===== config.mk =====
export PLATFORM = sky130hd
export DESIGN_NAME = fetch_queue
export DESIGN_NICKNAME = d
export VERILOG_FILES = /design/src/rtl/fetch_queue.sv
export SDC_FILE = /design/constraint.sdc
export NUM_CORES = 1
export LEC_CHECK = 0
export ABC_AREA = 0
export BUFFER_PORTS_ARGS = -buffer_cell sky130_fd_sc_hd__buf_2
export CAP_MARGIN = 20
export CORE_ASPECT_RATIO = 1.1
export CORE_MARGIN = 2
export CORE_UTILIZATION = 45
export CTS_BUF_LIST = sky130_fd_sc_hd__clkbuf_8
export DETAILED_ROUTE_END_ITERATION = 10
export PLACE_DENSITY = 0.65
export SETUP_SLACK_MARGIN = 0.05
export SLEW_MARGIN = 20
export SYNTH_ARGS = -nofsm -noshare
export SYNTH_HDL_FRONTEND = slang
export SYNTH_SLANG_ARGS = --single-unit

===== constraint.sdc =====
create_clock -name clk -period 6.2 [get_ports clk]
set_clock_uncertainty 0.05 [all_clocks]
set_input_delay 1.24 -clock clk [delete_from_list [all_inputs] [get_ports clk]]
set_output_delay 1.24 -clock clk [all_outputs]
set_load 0.05 [all_outputs]

===== src/rtl/fetch_queue.sv =====
// Y86-64 fetch stage: decodes one instruction per cycle from a combinational
// instruction port, predicts the next PC and queues decoded entries for decode.
module fetch_queue #(
  parameter int          DEPTH    = 4,
  parameter int          MEM_SIZE = 1024,
  parameter logic [63:0] RESET_PC = 64'd0
) (
  input  logic                     clk,
  input  logic                     rst,
  output logic [63:0]              imem_addr,
  input  logic [79:0]              imem_rdata,
  input  logic                     redirect_valid,
  input  logic [63:0]              redirect_pc,
  output logic                     out_valid,
  input  logic                     out_ready,
  output logic [3:0]               out_icode,
  output logic [3:0]               out_ifun,
  output logic [3:0]               out_rA,
  output logic [3:0]               out_rB,
  output logic [63:0]              out_valC,
  output logic [63:0]              out_valP,
  output logic [63:0]              out_pc,
  output logic [2:0]               out_stat,
  output logic [$clog2(DEPTH):0]   q_count
);
  localparam int PW = $clog2(DEPTH);
  localparam int CW = PW + 1;
  localparam logic [CW-1:0] FULL    = CW'(DEPTH);
  localparam logic [64:0]   MEM_LIM = 65'(MEM_SIZE);
  localparam logic [2:0] ST_AOK = 3'd1, ST_HLT = 3'd2, ST_ADR = 3'd3, ST_INS = 3'd4;

  typedef enum logic [1:0] {S_RUN, S_WAIT_RET, S_STOPPED} state_e;

  typedef struct packed {
    logic [3:0]  icode;
    logic [3:0]  ifun;
    logic [3:0]  rA;
    logic [3:0]  rB;
    logic [63:0] valC;
    logic [63:0] valP;
    logic [63:0] pc;
    logic [2:0]  stat;
  } entry_t;

  state_e          state_q, state_d;
  logic [63:0]     pc_q, pc_d;
  logic [PW-1:0]   wr_ptr_q, wr_ptr_d, rd_ptr_q, rd_ptr_d;
  logic [CW-1:0]   count_q, count_d;
  entry_t          fifo_q [DEPTH];

  entry_t      dec;
  entry_t      head;
  logic [3:0]  len;
  logic        has_reg, has_valC_long, has_valC_short, is_adr, is_ins;
  logic [63:0] next_pc;
  logic        push, pop;

  // Field decode, status classification and next-PC prediction
  always_comb begin
    dec            = '0;
    dec.icode      = imem_rdata[7:4];
    dec.ifun       = imem_rdata[3:0];
    dec.pc         = pc_q;
    len            = 4'd1;
    has_reg        = 1'b0;
    has_valC_long  = 1'b0;
    has_valC_short = 1'b0;
    case (dec.icode)
      4'h2, 4'h6, 4'hA, 4'hB: begin len = 4'd2;  has_reg = 1'b1; end
      4'h7, 4'h8:             begin len = 4'd9;  has_valC_short = 1'b1; end
      4'h3, 4'h4, 4'h5:       begin len = 4'd10; has_reg = 1'b1; has_valC_long = 1'b1; end
      default:                len = 4'd1;
    endcase
    dec.rA   = has_reg ? imem_rdata[15:12] : 4'hF;
    dec.rB   = has_reg ? imem_rdata[11:8]  : 4'hF;
    dec.valC = has_valC_long  ? imem_rdata[79:16] :
               has_valC_short ? imem_rdata[71:8]  : 64'd0;
    // The 65-bit sum keeps PC wrap-around visible to the bounds check.
    is_adr = ({1'b0, pc_q} >= MEM_LIM) || (({1'b0, pc_q} + {61'd0, len}) > MEM_LIM);
    is_ins = (dec.icode > 4'hB)
          || (!(dec.icode inside {4'h2, 4'h6, 4'h7}) && (dec.ifun != 4'h0))
          || ((dec.icode == 4'h2 || dec.icode == 4'h7) && (dec.ifun > 4'h6))
          || ((dec.icode == 4'h6) && (dec.ifun > 4'h3));
    if (is_adr)                  dec.stat = ST_ADR;
    else if (is_ins)             dec.stat = ST_INS;
    else if (dec.icode == 4'h0)  dec.stat = ST_HLT;
    else                         dec.stat = ST_AOK;
    dec.valP = pc_q + ((dec.stat == ST_INS) ? 64'd1 : {60'd0, len});
    next_pc  = (dec.icode == 4'h7 || dec.icode == 4'h8) ? dec.valC : dec.valP;
  end

  assign push = (state_q == S_RUN) && (count_q < FULL) && !redirect_valid;
  assign pop  = out_valid && out_ready && !redirect_valid;

  always_comb begin
    state_d  = state_q;
    pc_d     = pc_q;
    wr_ptr_d = wr_ptr_q;
    rd_ptr_d = rd_ptr_q;
    count_d  = count_q;
    if (redirect_valid) begin
      state_d  = S_RUN;
      pc_d     = redirect_pc;
      wr_ptr_d = '0;
      rd_ptr_d = '0;
      count_d  = '0;
    end else begin
      if (push) begin
        wr_ptr_d = wr_ptr_q + PW'(1);
        if (dec.stat != ST_AOK)     state_d = S_STOPPED;
        else if (dec.icode == 4'h9) state_d = S_WAIT_RET;
        else                        pc_d    = next_pc;
      end
      if (pop) rd_ptr_d = rd_ptr_q + PW'(1);
      case ({push, pop})
        2'b10:   count_d = count_q + CW'(1);
        2'b01:   count_d = count_q - CW'(1);
        default: count_d = count_q;
      endcase
    end
  end

  always_ff @(posedge clk or posedge rst) begin
    if (rst) begin
      state_q  <= S_RUN;
      pc_q     <= RESET_PC;
      wr_ptr_q <= '0;
      rd_ptr_q <= '0;
      count_q  <= '0;
    end else begin
      state_q  <= state_d;
      pc_q     <= pc_d;
      wr_ptr_q <= wr_ptr_d;
      rd_ptr_q <= rd_ptr_d;
      count_q  <= count_d;
    end
  end

  // Queue storage is data only; occupancy gating hides stale slots.
  always_ff @(posedge clk) begin
    if (push) fifo_q[wr_ptr_q] <= dec;
  end

  assign imem_addr = pc_q;
  assign q_count   = count_q;
  assign out_valid = (count_q != '0);
  assign head      = out_valid ? fifo_q[rd_ptr_q] : '0;
  assign out_icode = head.icode;
  assign out_ifun  = head.ifun;
  assign out_rA    = head.rA;
  assign out_rB    = head.rB;
  assign out_valC  = head.valC;
  assign out_valP  = head.valP;
  assign out_pc    = head.pc;
  assign out_stat  = head.stat;
endmodule


==> results.py, run 1 <==
metrics = {
    "sta": {
        "finalCritPeriodShare": 0.906,
        "timing_worst_slew_pin_value_ns": 1.14,
        "final.min_clock_period_ns": 5.61,
        "report.final.slew_viol_count": 0,
        "max_clock_freq_ghz": 0.178,
        "finalHoldViolCount": 0,
        "grt_setup_unrepaired": "no",
        "fin_setup_tns_ns": 0,
        "report.final.setup_viol": 0,
        "worst_slew_margin_rel": 0.235,
    },
    "setup_path": {
        "worstSetupPathType": "in -> reg",
        "critPathArrivalTime_ns": 6.30,
        "rr_startpoint": "imem_addr[13]$_DFFE_PP0P_",
        "worst_setup_ep_type": "register",
        "worstSetupStartpointType": "input pin",
        "required_time_reported_for_the_critical_path_endpoint_ns": 6.89,
        "worst_r2r_setup_slack_ns": 1.00,
        "reg2reg_to": "imem_addr[62]$_DFFE_PP0P_",
        "number_of_cell_instances_on_the_worst_register_to_register_path": 18,
        "critical_path_peak_fanout": 12,
    },
    "cells_and_area": {
        "footprint_of_the_multi_input_gates_um2": 10800,
        "instances_no_fill": 3969,
        "layout_common_cells": "844 x sky130_fd_sc_hd__edfxtp_1, 425 x sky130_fd_sc_hd__buf_2, 215 x sky130_fd_sc_hd__and2_1",
        "fillCellCount": 7026,
        "seq_area_um2": 27200,
        "finalInstanceArea_um2": 45400,
        "final_layout_size_suffix_gt1_frac": 0.337,
        "layout_commonest_cell": "sky130_fd_sc_hd__edfxtp_1",
        "area_growth_syn_to_layout_pct": 16.3,
        "finish.net_count": 2857,
    },
    "power": {
        "power.total_mw": 21.3,
        "cellPowerDensity_nw_per_um2": 470,
        "vdd.ir_drop.worst_mv": 0.337,
        "leakagePower_nw": 16.3,
    },
    "cts": {
        "ctsResizeCount": 0,
        "clkLatencyLatePin_ns": 0.83,
        "h-tree-depth": 4,
        "clock_sinks": 917,
        "path_clk_slew_ns": 0.06,
        "ctsLongestPathBuffers": 3,
        "tritoncts.num_buffers": 151,
        "cts_post_setup_buffers_inserted": 0,
        "cts_tree": "built",
        "cts.hold.buffers_added": 0,
        "cts_root_buf": "sky130_fd_sc_hd__clkbuf_8",
    },
    "placement": {
        "last_weighted_congestion_value_of_the_routability_driven_placer": 0.873,
        "port_buffers": 426,
        "dp_cells": 3692,
        "dp_hpwl_um": 72900,
        "placedInstanceArea_um2": 42500,
    },
    "detailed_routing": {
        "drtIter0Drc": 2313,
        "drt-vias-per-instance": 5.86,
        "route.vias.total": 23300,
        "drc": 0,
        "post_drt_wl_per_cell_um": 28.4,
        "dr.pass1.iters": 6,
        "routed_wl_um": 113000,
        "ant_nets": 0,
    },
    "synthesis": {
        "post_synth_inst_count": 2233,
        "synth-seq-cells": 917,
        "synthesis.area_um2": 39000,
        "share_of_synthesized_registers_carrying_an_async_set_or_reset": 0.0796,
        "largest_cells_by_area_after_synthesis": "sky130_fd_sc_hd__edfxtp_1 65%, sky130_fd_sc_hd__mux4_2 12%, sky130_fd_sc_hd__dfrtp_1 4.7%",
        "synth_area_leader_cell": "sky130_fd_sc_hd__edfxtp_1",
        "synth_sequential_area_ratio": 0.696,
        "post_synth_num_cell_types": 67,
        "synth_largest_type_area_fraction": 0.650,
        "post_synth.cell_area_avg_um2": 17.5,
        "synth_nets": 2394,
        "synth_enable_flop_cells": 844,
        "ys_dominant_reg_cell": "sky130_fd_sc_hd__edfxtp_1",
        "synth_warnings": 0,
    },
    "global_routing": {
        "grt_use_total": 0.252,
        "grt_max_degree": 123,
        "grt_pass1_wl_um": 164000,
        "vias_in_the_first_global_route": 24000,
        "grt_antenna_before_repair": 11,
        "grt_remaining_overflow": 0,
    },
    "hold_path": {
        "worst_hold_class": "in -> async",
    },
    "floorplanning": {
        "die_w_um": 285,
        "initial_utilization": 0.453,
        "die_ht_um": 313,
        "placeableCoreArea_um2": 86100,
        "row_count": 113,
        "num_io_pins": 427,
        "die_area_um2": 89100,
    },
    "run": {
        "drv.max_cap_violation_count": 0,
    },
    "outcome": {
        "outcome": "completed",
    },
}
## cells in the mapped netlist, types with 5 or more instances
library cell                number
sky130_fd_sc_hd__inv_1          19
sky130_fd_sc_hd__ha_1           10
sky130_fd_sc_hd__edfxtp_1      844
sky130_fd_sc_hd__and3_1         10
sky130_fd_sc_hd__nand4_1        25
sky130_fd_sc_hd__xor2_1         28
sky130_fd_sc_hd__a2bb2oi_1       6
sky130_fd_sc_hd__a211oi_1       21
sky130_fd_sc_hd__nor2_1         51
sky130_fd_sc_hd__buf_2          11
sky130_fd_sc_hd__o21ai_0        44
sky130_fd_sc_hd__nand2b_1       11
sky130_fd_sc_hd__clkbuf_1       88
sky130_fd_sc_hd__nand2_1        78
sky130_fd_sc_hd__a2111oi_0       5
sky130_fd_sc_hd__o31ai_1         6
sky130_fd_sc_hd__a21oi_1        10
sky130_fd_sc_hd__or2_2          10
sky130_fd_sc_hd__xnor2_1        41
sky130_fd_sc_hd__nor2b_1         6
sky130_fd_sc_hd__a22o_1         51
sky130_fd_sc_hd__nor3_1         29
sky130_fd_sc_hd__buf_4          66
sky130_fd_sc_hd__mux4_2        211
sky130_fd_sc_hd__and2_1        215
sky130_fd_sc_hd__and4_1          8
sky130_fd_sc_hd__dfrtp_1        73
sky130_fd_sc_hd__a31oi_1         5
sky130_fd_sc_hd__buf_1          38
sky130_fd_sc_hd__o31a_1         13
sky130_fd_sc_hd__o21ai_1         5
sky130_fd_sc_hd__nand3_1        38
sky130_fd_sc_hd__mux2i_1        81
sky130_fd_sc_hd__nor4_1         26
## worst max path at each step
stage	startpoint	endpoint	slack, ns
global route	imem_rdata[5]	imem_addr[34]$_DFFE_PP0P_	0.18
finish	imem_rdata[5]	imem_addr[54]$_DFFE_PP0P_	0.59
detailed placement	imem_rdata[5]	imem_addr[44]$_DFFE_PP0P_	-0.14
global placement	imem_rdata[5]	imem_addr[56]$_DFFE_PP0P_	0.08
floorplan	imem_rdata[6]	imem_addr[58]$_DFFE_PP0P_	0.06
CTS	imem_rdata[5]	imem_addr[50]$_DFFE_PP0P_	0.71
## area by class of cell
class | count | area share
inverters | 19 | 0.00163
well taps | 1150 | 0.0317
multi-input cells | 1093 | 0.239
diodes | 2 | 0.000110
clock inverters | 114 | 0.0138
clock buffers | 160 | 0.0485
repair buffers | 514 | 0.0666
flip-flops and latches | 917 | 0.599
## report_power, final
group / switching [mW] / leakage, nW / total (mW) / internal [mW]
registers: 0.406 / 8.55 / 8.16 / 7.76
logic: 5.73 / 6.06 / 8.14 / 2.41
clock network: 2.44 / 1.68 / 5.01 / 2.57
total: 8.58 / 16.3 / 21.3 / 12.7
## per-layer routing
metal	wire length, um	vias up	track usage
met1	45700	12200	0.341
met3	9530	204	0.0605
li1	-	9709	-
met5	92	-	0
met2	54000	1182	0.401
met4	3500	14	0.0922
## stage by stage
step | hold WS, ns | utilization | setup WS [ns]
final | 0.464 | 0.527 | 0.586
after global routing | 0.456 | 0.527 | 0.175
after CTS | 0.406 | 0.527 | 0.710
after detailed placement | 0.457 | 0.494 | -0.144
after global placement | 0.445 | 0.494 | 0.0803
after floorplan | 0.431 | - | 0.0599
## sequential cells by signal (all words and copies together) (netlist names)
signal     count
fifo_q       844
imem_addr     64
q_count        3
rd_ptr_q       2
state_q        2
wr_ptr_q       2
## critical path: stages
cell and delay (ns):
sky130_fd_sc_hd__buf_2 0.24, sky130_fd_sc_hd__nand2_1 0.16, sky130_fd_sc_hd__nor2_1 0.11, sky130_fd_sc_hd__a21oi_1 0.08
sky130_fd_sc_hd__o21ai_0 0.42, sky130_fd_sc_hd__ha_1 0.41, sky130_fd_sc_hd__and3_1 0.22, sky130_fd_sc_hd__o21ai_0 0.16
sky130_fd_sc_hd__o31ai_1 0.10, sky130_fd_sc_hd__and4b_1 0.21, sky130_fd_sc_hd__a21oi_1 0.17, sky130_fd_sc_hd__a21oi_1 0.06
sky130_fd_sc_hd__buf_4 0.19, sky130_fd_sc_hd__or2_2 0.27, sky130_fd_sc_hd__ha_1 0.21, sky130_fd_sc_hd__fa_1 0.39
sky130_fd_sc_hd__a31o_2 0.29, sky130_fd_sc_hd__nand3_1 0.18, sky130_fd_sc_hd__or2_1 0.28, sky130_fd_sc_hd__buf_12 0.18
sky130_fd_sc_hd__nor4_1 0.07, sky130_fd_sc_hd__xor2_1 0.34, sky130_fd_sc_hd__mux2i_1 0.13, sky130_fd_sc_hd__o21ai_1 0.16
## logic make-up after synthesis
family / count (synthesis) / synth area share
simple gates: 524 / 0.0752
fa+ha+maj: 13 / 0.00475
flops: 917 / 0.696
xor+xnor: 69 / 0.0155
buf+inv: 223 / 0.0282
mux: 293 / 0.143
compound gates: 194 / 0.0370
Power figures use the tool's default switching activity.
==> inputs of run 2 (changes only) <==
==> constraint.sdc (replaced) <==
create_clock -name clk -period 4.66 [get_ports clk]
set_clock_uncertainty 0.05 [all_clocks]
set_input_delay 0.932 -clock clk [delete_from_list [all_inputs] [get_ports clk]]
set_output_delay 0.932 -clock clk [all_outputs]
set_load 0.05 [all_outputs]
==> results.py, run 2 (synthesized netlist as in run 1, its figures left out) <==
metrics = {
    "global_routing": {
        "grt_use_total": 0.254,
        "grt_antenna_before_repair": 16,
        "grt_max_degree": 144,
        "grt_pass1_wl_um": 165000,
        "grt_remaining_overflow": 0,
        "vias_in_the_first_global_route": 24300,
    },
    "sta": {
        "finalCritPeriodShare": 0.959,
        "max_clock_freq_ghz": 0.224,
        "timing_worst_slew_pin_value_ns": 1.11,
        "report.final.setup_viol": 0,
        "final.min_clock_period_ns": 4.47,
        "finalHoldViolCount": 0,
        "fin_setup_tns_ns": 0,
        "worst_slew_margin_rel": 0.263,
        "report.final.slew_viol_count": 0,
        "grt_setup_unrepaired": "no",
        "setup_slack_ns": 0.191,
        "fin_worst_hold_slack_ns": 0.216,
    },
    "placement": {
        "dp_hpwl_um": 75200,
        "port_buffers": 426,
        "dp_worst_setup_slack_ns": -1.05,
        "last_weighted_congestion_value_of_the_routability_driven_placer": 0.864,
        "placedInstanceArea_um2": 43700,
        "dp_cells": 3804,
    },
    "cells_and_area": {
        "instances_no_fill": 4099,
        "layout_common_cells": "844 x sky130_fd_sc_hd__edfxtp_1, 424 x sky130_fd_sc_hd__buf_2, 215 x sky130_fd_sc_hd__and2_1",
        "finish.net_count": 2980,
        "largest_reg_flops": 844,
        "finalInstanceArea_um2": 46800,
        "area_growth_syn_to_layout_pct": 20.1,
        "final_layout_size_suffix_gt1_frac": 0.385,
        "largest-register": "fifo_q",
        "final_core_utilization": 0.544,
        "layout_commonest_cell": "sky130_fd_sc_hd__edfxtp_1",
    },
    "floorplanning": {
        "placeableCoreArea_um2": 86100,
        "initial_utilization": 0.453,
        "die_w_um": 285,
        "die_ht_um": 313,
        "die_area_um2": 89100,
        "num_io_pins": 427,
        "row_count": 113,
    },
    "setup_path": {
        "worst_path_max_delay_cell": "sky130_fd_sc_hd__a311o_1",
        "crit_chain": "buf_4 > nor2b_4 > buf_6 > a32oi_4 > o21ai_4 > ha_4 > o21ba_4 > nor2_1 > a311o_1 > and4b_1 > a21oi_2 > a21oi_4 > or2_4 > ha_4 > fa_2 > a31o_4 > nand3_4 > or2_4 > buf_12 > nor3_1 > xor2_1 > mux2i_1 > o21ai_1",
        "critPathArrivalTime_ns": 5.14,
        "critical-path-max-stage-delay_ns": 0.36,
        "critical_path_peak_fanout": 7,
        "worst-path-buf-inv": 3,
        "worstSetupPathType": "in -> reg",
        "required_time_reported_for_the_critical_path_endpoint_ns": 5.33,
        "worstSetupStartpointType": "input pin",
        "worst_setup_ep_type": "register",
        "path_delay_family": "compound AO/OA/AOI/OAI gates",
    },
    "power": {
        "vdd.ir_drop.worst_mv": 0.537,
        "leakagePower_nw": 17.1,
        "cellPowerDensity_nw_per_um2": 610,
        "power.total_mw": 28.6,
    },
    "cts": {
        "h-tree-depth": 4,
        "clock_sinks": 917,
        "path_clk_slew_ns": 0.06,
        "tritoncts.num_buffers": 152,
        "clkLatencyLatePin_ns": 0.83,
        "ctsLongestPathBuffers": 3,
        "cts_tree": "built",
        "cts_root_buf": "sky130_fd_sc_hd__clkbuf_8",
    },
    "detailed_routing": {
        "route.vias.total": 23600,
        "drtIter0Drc": 2121,
        "dr.pass1.iters": 5,
        "ant_nets": 0,
        "drt-vias-per-instance": 5.76,
        "post_drt_wl_per_cell_um": 27.7,
        "routed_wl_um": 114000,
        "drc": 0,
    },
    "outcome": {
        "outcome": "completed",
    },
    "hold_path": {
        "worst_hold_class": "in -> async",
    },
    "run": {
        "drv.max_cap_violation_count": 0,
    },
}
## run 2: worst paths after layout
| check | from | end | slack [ns] | depth (start not counted) |
|---|---|---|---|---|
| worst max-delay path | imem_rdata[6] | imem_addr[50]$_DFFE_PP0P_ | 0.19 | 23 |
| worst min-delay path | rst | imem_addr[40]$_DFFE_PP0P_ | 0.22 | 2 |
| worst max register to register | imem_addr[44]$_DFFE_PP0P_ | fifo_q[0][108]$_DFFE_PP_ | 0.23 | 17 |
| worst min register to register | imem_addr[54]$_DFFE_PP0P_ | fifo_q[0][57]$_DFFE_PP_ | 0.46 | 0 |
| max in group asynchronous | rst | imem_addr[52]$_DFFE_PP0P_ | 3.37 | 3 |
| min in group clk | redirect_pc[4] | imem_addr[4]$_DFFE_PP0P_ | 0.31 | 3 |
## run 2: routing by layer
metal  GRT usage  routed length [um]  part of all wire
met2       0.415               56200              0.50
met1       0.331               44300              0.39
met3      0.0592                8990             0.079
met5           0                 113            0.0010
met4      0.0976                3900             0.034
## run 2: where the power goes
group          internal [mW]  switching (mW)  leakage [nW]
Combinational           3.40            7.86          6.85
Sequential              10.3           0.339          8.55
Clock                   3.37            3.25          1.68
## run 2: cell type report
type                            count  area [um2]
Fill cell                        6836       39300
Tap cell                         1150        1440
Clock buffer                      167        2300
Inverter                           19        73.8
Clock inverter                    111         538
Sequential cell                   917       27200
Multi-Input combinational cell   1093       11300
Timing Repair Buffer              636        4030
Antenna cell                        6        15.0
## run 2: what timing repair did
item,4_1_cts,5_1_grt
cloned,0,0
hold buffers,0,0
setup buffers,1,10
pin swaps,1,23
gates resized for setup,5,32
endpoints found under the setup margin,182,188
